File: src/rtl/maxnet_pkg.sv
// maxnet_pkg: shared FSM states, result codes and FP32 field constants for the Maxnet loader
package maxnet_pkg;

    typedef enum logic [1:0] {LOAD, START, WAIT, RESULT} state_t;

    localparam logic [1:0] ERR_OK  = 2'b00;
    localparam logic [1:0] ERR_BAD = 2'b01;
    localparam logic [1:0] ERR_TMO = 2'b10;

    localparam int SIGN_BIT = 31;
    localparam int EXP_MSB  = 30;
    localparam int EXP_LSB  = 23;
    localparam logic [7:0] EXP_SPECIAL = 8'hFF;

    localparam logic [2:0] IDX_EPS = 3'd0;
    localparam logic [2:0] IDX_A1  = 3'd1;
    localparam logic [2:0] IDX_A2  = 3'd2;
    localparam logic [2:0] IDX_A3  = 3'd3;
    localparam logic [2:0] IDX_A4  = 3'd4;

endpackage

File: src/rtl/maxnet_loader_if.sv
// maxnet_loader_if: operand stream, Maxnet core port and result channel bundle
interface maxnet_loader_if;

    logic        in_valid;
    logic        in_ready;
    logic [31:0] in_data;
    logic        mx_start;
    logic [31:0] mx_eps;
    logic [31:0] mx_a1;
    logic [31:0] mx_a2;
    logic [31:0] mx_a3;
    logic [31:0] mx_a4;
    logic        mx_finish;
    logic        mx_overflow;
    logic [31:0] mx_out;
    logic        res_valid;
    logic        res_ready;
    logic [31:0] res_data;
    logic        res_overflow;
    logic [1:0]  res_err;

    modport slave (
        input  in_valid, in_data, mx_finish, mx_overflow, mx_out, res_ready,
        output in_ready, mx_start, mx_eps, mx_a1, mx_a2, mx_a3, mx_a4,
               res_valid, res_data, res_overflow, res_err
    );

    modport master (
        output in_valid, in_data, mx_finish, mx_overflow, mx_out, res_ready,
        input  in_ready, mx_start, mx_eps, mx_a1, mx_a2, mx_a3, mx_a4,
               res_valid, res_data, res_overflow, res_err
    );

endinterface

File: src/rtl/maxnet_loader_fp32_check.sv
// fp32_check: flags NaN/Inf words and a non-negative eps
module fp32_check
    import maxnet_pkg::*;
(
    input  logic [31:0] word,
    input  logic        is_eps,
    output logic        bad
);

    assign bad = (word[EXP_MSB:EXP_LSB] == EXP_SPECIAL) || (is_eps && !word[SIGN_BIT]);

endmodule

File: src/rtl/maxnet_loader.sv
// maxnet_loader: collects a screened 5-word frame, runs the Maxnet core and returns its result
module maxnet_loader
    import maxnet_pkg::*;
#(
    parameter int TIMEOUT = 4096,
    parameter int CNT_W   = 16
) (
    input logic              clk,
    input logic              rst,
    maxnet_loader_if.slave   bus
);

    localparam logic [CNT_W-1:0] CNT_LAST = CNT_W'(TIMEOUT - 1);

    state_t           state;
    logic [2:0]       idx;
    logic             bad;
    logic [CNT_W-1:0] cnt;
    logic [31:0]      op [5];
    logic             word_bad;
    logic             frame_bad;

    fp32_check u_chk (
        .word   (bus.in_data),
        .is_eps (idx == IDX_EPS),
        .bad    (word_bad)
    );

    assign frame_bad    = bad || word_bad;
    assign bus.in_ready = state == LOAD;
    assign bus.mx_eps   = op[IDX_EPS];
    assign bus.mx_a1    = op[IDX_A1];
    assign bus.mx_a2    = op[IDX_A2];
    assign bus.mx_a3    = op[IDX_A3];
    assign bus.mx_a4    = op[IDX_A4];

    always_ff @(posedge clk or negedge rst) begin
        if (!rst) begin
            state            <= LOAD;
            idx              <= '0;
            bad              <= 1'b0;
            cnt              <= '0;
            op               <= '{default: '0};
            bus.mx_start     <= 1'b0;
            bus.res_valid    <= 1'b0;
            bus.res_err      <= ERR_OK;
            bus.res_data     <= '0;
            bus.res_overflow <= 1'b0;
        end else begin
            case (state)
                LOAD: if (bus.in_valid) begin
                    op[idx] <= bus.in_data;
                    if (idx == IDX_A4) begin
                        state        <= frame_bad ? RESULT : START;
                        bus.mx_start <= !frame_bad;
                        if (frame_bad) begin
                            bus.res_valid    <= 1'b1;
                            bus.res_err      <= ERR_BAD;
                            bus.res_data     <= '0;
                            bus.res_overflow <= 1'b0;
                        end
                    end else begin
                        idx <= idx + 3'd1;
                        bad <= frame_bad;
                    end
                end
                START: begin
                    bus.mx_start <= 1'b0;
                    cnt          <= '0;
                    state        <= WAIT;
                end
                WAIT: begin
                    // finish is checked first so it wins over a coincident timeout
                    if (bus.mx_finish) begin
                        state            <= RESULT;
                        bus.res_valid    <= 1'b1;
                        bus.res_err      <= ERR_OK;
                        bus.res_data     <= bus.mx_out;
                        bus.res_overflow <= bus.mx_overflow;
                    end else if (cnt == CNT_LAST) begin
                        state            <= RESULT;
                        bus.res_valid    <= 1'b1;
                        bus.res_err      <= ERR_TMO;
                        bus.res_data     <= '0;
                        bus.res_overflow <= 1'b0;
                    end else begin
                        cnt <= cnt + 1'b1;
                    end
                end
                RESULT: if (bus.res_ready) begin
                    state         <= LOAD;
                    bus.res_valid <= 1'b0;
                    idx           <= '0;
                    bad           <= 1'b0;
                    cnt           <= '0;
                end
                default: state <= LOAD;
            endcase
        end
    end

endmodule

File: src/flat_wrapper.sv
// flat-port wrapper written by rule: the top's interface ports become plain ports
module maxnet_loader_flat import maxnet_pkg::*;
#(
    parameter int TIMEOUT = 4096,
    parameter int CNT_W   = 16
)
  (clk, rst, bus_in_valid, bus_in_data, bus_mx_finish, bus_mx_overflow, bus_mx_out, bus_res_ready, bus_in_ready, bus_mx_start, bus_mx_eps, bus_mx_a1, bus_mx_a2, bus_mx_a3, bus_mx_a4, bus_res_valid, bus_res_data, bus_res_overflow, bus_res_err);
  maxnet_loader_if bus_i ();
  input logic clk;
  input logic rst;
  input wire logic [$bits(bus_i.in_valid)-1:0] bus_in_valid;
  input wire logic [$bits(bus_i.in_data)-1:0] bus_in_data;
  input wire logic [$bits(bus_i.mx_finish)-1:0] bus_mx_finish;
  input wire logic [$bits(bus_i.mx_overflow)-1:0] bus_mx_overflow;
  input wire logic [$bits(bus_i.mx_out)-1:0] bus_mx_out;
  input wire logic [$bits(bus_i.res_ready)-1:0] bus_res_ready;
  output wire logic [$bits(bus_i.in_ready)-1:0] bus_in_ready;
  output wire logic [$bits(bus_i.mx_start)-1:0] bus_mx_start;
  output wire logic [$bits(bus_i.mx_eps)-1:0] bus_mx_eps;
  output wire logic [$bits(bus_i.mx_a1)-1:0] bus_mx_a1;
  output wire logic [$bits(bus_i.mx_a2)-1:0] bus_mx_a2;
  output wire logic [$bits(bus_i.mx_a3)-1:0] bus_mx_a3;
  output wire logic [$bits(bus_i.mx_a4)-1:0] bus_mx_a4;
  output wire logic [$bits(bus_i.res_valid)-1:0] bus_res_valid;
  output wire logic [$bits(bus_i.res_data)-1:0] bus_res_data;
  output wire logic [$bits(bus_i.res_overflow)-1:0] bus_res_overflow;
  output wire logic [$bits(bus_i.res_err)-1:0] bus_res_err;
  assign bus_i.in_valid = bus_in_valid;
  assign bus_i.in_data = bus_in_data;
  assign bus_i.mx_finish = bus_mx_finish;
  assign bus_i.mx_overflow = bus_mx_overflow;
  assign bus_i.mx_out = bus_mx_out;
  assign bus_i.res_ready = bus_res_ready;
  assign bus_in_ready = bus_i.in_ready;
  assign bus_mx_start = bus_i.mx_start;
  assign bus_mx_eps = bus_i.mx_eps;
  assign bus_mx_a1 = bus_i.mx_a1;
  assign bus_mx_a2 = bus_i.mx_a2;
  assign bus_mx_a3 = bus_i.mx_a3;
  assign bus_mx_a4 = bus_i.mx_a4;
  assign bus_res_valid = bus_i.res_valid;
  assign bus_res_data = bus_i.res_data;
  assign bus_res_overflow = bus_i.res_overflow;
  assign bus_res_err = bus_i.res_err;
  maxnet_loader #(.TIMEOUT(TIMEOUT), .CNT_W(CNT_W)) u_core (.clk(clk), .rst(rst), .bus(bus_i));
endmodule
File: config.mk
export PLATFORM = sky130hd
export DESIGN_NAME = maxnet_loader_flat
export DESIGN_NICKNAME = d
export VERILOG_FILES = /design/src/rtl/maxnet_pkg.sv /design/src/rtl/maxnet_loader_if.sv /design/src/rtl/maxnet_loader_fp32_check.sv /design/src/rtl/maxnet_loader.sv /design/src/flat_wrapper.sv
export SDC_FILE = /design/constraint.sdc
export NUM_CORES = 1
export LEC_CHECK = 0
export ABC_AREA = 1
export BUFFER_PORTS_ARGS = -buffer_cell sky130_fd_sc_hd__buf_2
export CAP_MARGIN = 20
export CORE_MARGIN = 3
export CORE_UTILIZATION = 48
export CTS_BUF_LIST = sky130_fd_sc_hd__clkbuf_4
export DETAILED_ROUTE_END_ITERATION = 8
export GPL_TIMING_DRIVEN = 0
export PLACE_DENSITY = 0.89
export SYNTH_ARGS = -nofsm -noshare
export SYNTH_HDL_FRONTEND = slang
export SYNTH_SLANG_ARGS = --single-unit
export TNS_END_PERCENT = 10
File: constraint.sdc
create_clock -name clk -period 1.95 [get_ports clk]
set_clock_uncertainty 0.15 [all_clocks]
set_input_delay 0.39 -clock clk [delete_from_list [all_inputs] [get_ports clk]]
set_output_delay 0.39 -clock clk [all_outputs]
set_load 0.02 [all_outputs]
# ---- Yosys cells after proc, flatten, opt, wreduce, memory -nomap -nowiden
# Index checks and enable logic that the tools add are counted.
dict set report word_totals {
  reg_bits 219
  in_bits 70
  output_inout_bits 198
}
dict set report classes {
  addsub 2
  n_lt_le_gt_ge 2
  n_eq_ne 14
  mux 49
  bitwise 1
  n_reduce_logical 20
}
# op count
set op_table {}
lappend op_table {{2-to-1 mux 32 bit} 6}
lappend op_table {{bitwise mux 160 bit} 1}
lappend op_table {{demux 32 bit (select 3 bit)} 1}
lappend op_table {{one-hot mux 32 bit (2 select lines)} 1}
lappend op_table {{2-to-1 mux 16 bit} 3}
lappend op_table {{one-hot mux 16 bit (3 select lines)} 1}
lappend op_table {{2-to-1 mux 2 bit} 11}
lappend op_table {{adder 16 x 1 -> 16 bit (second input constant)} 1}
lappend op_table {{equality test 16 x 12 -> 1 bit (second input constant)} 1}
lappend op_table {{2-to-1 mux 1 bit} 15}
lappend op_table {{AND reduction 4 bit} 3}
lappend op_table {{!= test 2 bit (second input constant)} 5}
lappend op_table {{2-to-1 mux 3 bit} 3}
lappend op_table {{equality test 8 bit (second input constant)} 1}
lappend op_table {{one-hot mux 2 bit (4 select lines)} 1}
lappend op_table {{one-hot mux 1 bit (2 select lines)} 3}
lappend op_table {{one-hot mux 3 bit (2 select lines)} 1}
lappend op_table {{AND reduction 6 bit} 1}
lappend op_table {{nonzero test 2 bit} 3}
lappend op_table {{nonzero test 3 bit} 2}
lappend op_table {{AND reduction 5 bit} 1}
lappend op_table {{equality test 2 bit (second input constant)} 2}
lappend op_table {{>= comparator 4 bit (second input constant)} 1}
lappend op_table {{less-than comparator 4 x 1 -> 1 bit (second input constant)} 1}
lappend op_table {{15 further kinds} 19}

# ---- Longest topological paths before layout
dict set report logic_depth {
  word_depth 8
  depth_mapped 11
  ltp_nobuf 11
}

# ---- Cells and area by module
# From an unflattened synthesis, not the netlist that was laid out.
dict set report unflattened {
  cells_unflattened 935
  hier_area_um2 8709.6
}
# mod n_inst cells_per_inst area_per_inst_um2 seq_area_each_um2
set modules_own_cells {}
lappend modules_own_cells {maxnet_loader 1 925 8672.1 5480.3}
lappend modules_own_cells {fp32_check 1 10 37.5 0.0}

# ---- Least setup slack after synthesis
# Ideal clock, no wire load.
dict set report synth_timing {
  path_kind {flip-flop to flip-flop}
  startpoint {register u_core.state[0]}
  endpoint {register u_core.bus.res_err[0] in the netlist's numbering}
  arrival_ns 1.695
  required_ns 1.671
  setup_slack_ns -0.024
  path_stages_with_launch 10
  path_buffers 1
  path_cell_list {dfrtp_1 -> inv_1 -> ha_1 -> inv_1 -> or2_4 -> nand2_1 -> a21oi_2 -> nand3_4 -> buf_6 -> o21ai_2}
}
dict set report synth_between {
  elab_chain_cells 3
  elab_cells_between_ends 9
}
# item line_no
set synth_lines {}
lappend synth_lines {{start: declaration} maxnet_loader.sv:15} ;# state_t state;
lappend synth_lines {{start signal: assignment} maxnet_loader.sv:54} ;# state <= frame_bad ? RESULT : START;
lappend synth_lines {{logical NOT 2 bit *} -}
lappend synth_lines {{net bus_in_ready} flat_wrapper.sv:17} ;# output wire logic [$bits(bus_i.in_ready)-1:0] bus_in_ready;
lappend synth_lines {{!= test 2 x 1 -> 1 bit (no line), or another cell as far along} -}
lappend synth_lines {{AND reduction 5 bit (no line)} -}
lappend synth_lines {{end signal: assignment} maxnet_loader.sv:46} ;# bus.res_err <= ERR_OK;
lappend synth_lines {{end signal: assignment} maxnet_loader.sv:58} ;# bus.res_err <= ERR_BAD;
lappend synth_lines {{end signal: assignment} maxnet_loader.sv:77} ;# bus.res_err <= ERR_OK;
lappend synth_lines {{end: declaration} maxnet_loader_if.sv:25} ;# res_valid, res_data, res_overflow, res_err
# Mark *: on every way through the listed nets, which the timed path passes. The rest lies on a longest branch.
# A chain may end at the register's enable or synchronous reset.

# ---- Worst setup path in the final report
dict set report layout_timing {
  startpoint {register u_core.state[0]}
  endpoint {output bus_in_ready}
}
dict set report layout_between {
  elab_chain_cells 1
}
# item line_no
set layout_lines {}
lappend layout_lines {{logical NOT 2 bit} maxnet_loader.sv:30} ;# assign bus.in_ready = state == LOAD;
lappend layout_lines {{end: declaration} flat_wrapper.sv:17}
# Every way passes these cells.

==> results.txt <==
For the pin with the worst max-slew slack, the measured transition is ~850 ps. The clock passes through at most 3 buffers. The global-route wire length before repair is 45900 um. The minimum period implied by the final worst setup slack came out at roughly 2000 ps. The initial standard-cell utilization of the core is 49.2%. The total half-perimeter wirelength after legalization and detailed placement is 18200 um. The flip-flop and latch count after synthesis came out at about 220. The largest net degree at the start of global routing came out at 112. The worst slew margin relative to its limit came out at a little over two fifths. The clock edge transition at the registers on the reported setup and hold paths came out at around 70 ps. The minimum setup slack after placement came out at -387 ps. The number of different library cells in the post-synthesis netlist came out at 32. STA classifies the critical path endpoint as an output pin. The maximum operating frequency is between 0.4 and 0.5 GHz. The power density relative to cell area came out at about 1700 mW/mm^2. After detailed routing, the number of remaining DRC violations is 0. The largest single stage delay on the critical path is 410 ps. The run finished, with violations left. Among cell families on the critical path, the largest total delay comes from flip-flops. The horizontal die dimension is between 100 and 150 um. The post-layout total power is about 0.021 W. The post-synthesis instance total came out at 939. The site row count is 49.

The total negative slack is -200 ps. The share of post-route cells with drive strength above 1 is 33.7%. The register-to-register setup slack came out at -40 ps. The floorplan step defined a die boundary enclosing between 0.02 and 0.025 mm^2. The critical path in this run is classified as flip-flop to output pin. For this run the aggregate overflow at the end of global routing stands at 0. For the worst setup path, the data arrival time is ~1500 ps. The most common cell after layout, fill and taps aside is sky130_fd_sc_hd__nand2_1.

The clock tree from TritonCTS is yes. The startpoint type of the worst setup path is a flip-flop. The final reports fail on setup timing. Along the worst path, the maximum fanout reaches 4. The setup slack of the critical path after layout is -56.3 ps. Setup violations remaining at the end of the flow were counted as 12. The worst hold margin is approximately 60 ps.

The final routed wirelength across all metal layers came out at about 29000 um. The average routed wire per standard cell is about 18 um. The via count of the first global-routing pass is 8814. The cell area after synthesis is approximately 0.0089 mm^2. The layout has around 1300 filler cells. The clock insertion delay at the later pin of the skew report came out at about 650 ps. Cells fill roughly two thirds of the core in the end. The path category of the worst min-delay check is input port to flip-flop. The initial antenna violation count came out at 1. The total vias in the final route came out at between 8000 and 9000. The largest area contributor in the synthesized netlist is sky130_fd_sc_hd__dfrtp_1. In this run the tool buffered the top-level ports with around 270 buffer cells. The number of DRC violations after detailed-routing iteration 0 is between 500 and 600.

Setup repair after global routing could not meet its margin everywhere. For this run, the post-layout net count is roughly 1400. The cell with the biggest individual delay on the critical path is sky130_fd_sc_hd__dfrtp_1. Max-cap violations in this run came to 0.

The count of endpoints failing hold in the final timing report came out at 0. The static leakage is 6.52 nW. The CTS H-tree depth came out at 2.

Sorting the synthesized cells by area gives the leading types as sky130_fd_sc_hd__dfrtp_1 (62%), sky130_fd_sc_hd__nand2_1 (13%), sky130_fd_sc_hd__o21ai_0 (9.5%), sky130_fd_sc_hd__o21ai_2 (3.5%), sky130_fd_sc_hd__inv_1 (2.6%). The number of buffers and inverters on the critical path is 2. The number of placed I/O pins came out at 268. The number of clock buffers added by TritonCTS is 55. The count of yosys warnings during synthesis is 0. The die is ~140 um tall.

Compared with the post-synthesis result, the final layout area differs by 37.0%. In the layout the commonest cells are sky130_fd_sc_hd__nand2_1 (309), sky130_fd_sc_hd__buf_2 (275), sky130_fd_sc_hd__dfrtp_1 (219), sky130_fd_sc_hd__o21ai_0 (155), sky130_fd_sc_hd__clkbuf_4 (80). The number of iterations in the first detailed-routing pass came out at 5.

The core box area is about 0.018 mm^2. The highest ir drop seen on vdd came out at ~1.1 mV. The share of Yosys cell area claimed by the top area cell type came out at between 60 and 70%.

The per-cell via count in the routed design is roughly 5.3. Global routing consumed, over all layers together, approximately 29% of the routing resources. The root buffer cell is sky130_fd_sc_hd__clkbuf_4. The post-route antenna net violation count came out at 0. The synthesized netlist net count is 1017. The post-route clock period utilization is 103%. The share of the Yosys chip area taken by registers is between 60% and 70%. The weighted congestion at the end of routability-driven global placement is 0.847. Walking the worst path, the cells encountered are inv_2 -> ha_4 -> buf_6. The synthesized area divided by synthesized cell count is roughly 9.4 um^2. The worst endpoint required time is around 1400 ps. The clock sink count is around 220. The number of pins with negative max-slew slack in the final report came to 0.
==> final timing paths <==
path                                            from                 endpoint  cells past startpoint
worst max-delay path                 u_core.state[0]             bus_in_ready                      3
worst min-delay path                 bus_in_data[31]     u_core.bus.mx_a3[31]                      3
worst max register to register       u_core.state[0]  u_core.bus.res_data[21]                     10
worst min register to register  u_core.bus.mx_a1[25]     u_core.bus.mx_a1[25]                      2
max in group asynchronous                        rst     u_core.bus.mx_a4[23]                      3
min in group asynchronous                        rst  u_core.bus.res_data[26]                      2
==> stage by stage <==
step | cell area, um^2 | std cells
after detailed placement | 10500 | 1436
final | 12100 | 1605
after CTS | 12000 | 1602
after global routing | 12100 | 1605
after floorplan | 8860 | 939
after global placement | 10500 | 1435
==> worst register-to-register path: cells and delay by family (launching register included) <==
kind / cells / cell delay (ps)
and+or+nand+nor: 4 / 500
adders and majority gates: 1 / 180
AOI/OAI and AO/OA: 2 / 220
DFF: 1 / 400
buffers and inverters: 3 / 420
==> timing repair <==
action / 4_1_cts / 5_1_grt
endpoints found under the setup margin: 213 / 216
buffers inserted: 5 / 2
hold endpoints to repair: 294 / 0
resized for setup: 52 / 56
pin swaps: 1 / 3
cloned: 0 / 0
hold buffers: 66 / 0
==> registers in the layout, summed over array words and instances (netlist names) <==
signal,cells
u_core.bus.mx_a1,32
u_core.bus.mx_a2,32
u_core.bus.mx_a3,32
u_core.bus.mx_a4,32
u_core.bus.mx_eps,32
u_core.bus.res_data,32
u_core.cnt,16
u_core.idx,3
u_core.bus.res_err,2
u_core.state,2
u_core.bad,1
u_core.bus.mx_start,1
u_core.bus.res_overflow,1
u_core.bus.res_valid,1
==> per-layer routing <==
metal / up-vias / part of all wire, % / GRT usage (%)
met2: 515 / 49 / 47.8
met5: - / 0 / 0
met3: 96 / 9.6 / 8.22
met4: 0 / 3.7 / 13.3
met1: 3992 / 38 / 34.7
li1: 3849 / - / -
==> cells in the mapped netlist (all sizes together) <==
cell    number
inv         62
dfrtp      219
or2          6
ha           8
clkinv       1
a21oi        5
clkbuf      32
o21bai       1
nand4        6
nor3         1
o22ai        1
nor2        26
buf         11
nand3b       2
o21ai      208
xor2         2
nand2      319
a21boi       1
nand3       28
==> cells by family (layout without fill, tap and decap cells) <==
| group | after synthesis | in the layout | share of synthesized area [%] |
|---|---|---|---|
| simple gates | 388 | 388 | 17.8 |
| flops | 219 | 219 | 61.8 |
| compound gates | 216 | 216 | 13.8 |
| buf+inv | 106 | 542 | 5.20 |
| fa+ha+maj | 8 | 8 | 1.13 |
| xor+xnor | 2 | 2 | 0.198 |
| other cells | 0 | 1 | 0 |
==> cell type report <==
type | instances | area, um^2 | share of cell area, %
antenna | 1 | 2.50 | 0.0206
clock buffer | 74 | 556 | 4.58
buffer | 43 | 309 | 2.55
inverter | 63 | 238 | 1.96
timing repair buffer | 341 | 2090 | 17.2
clock inverter | 21 | 163 | 1.34
tap | 229 | 287 | 2.36
sequential | 219 | 5480 | 45.1
multi-input combinational | 614 | 3010 | 24.8
==> power breakdown <==
part           leakage, nW  switching, W  internal, W  total (W)
logic                 3.26       0.00611      0.00303    0.00914
clock network        0.412       0.00186      0.00215    0.00401
registers             2.84       0.00120      0.00646    0.00766
(Power assumes the default switching activity.)
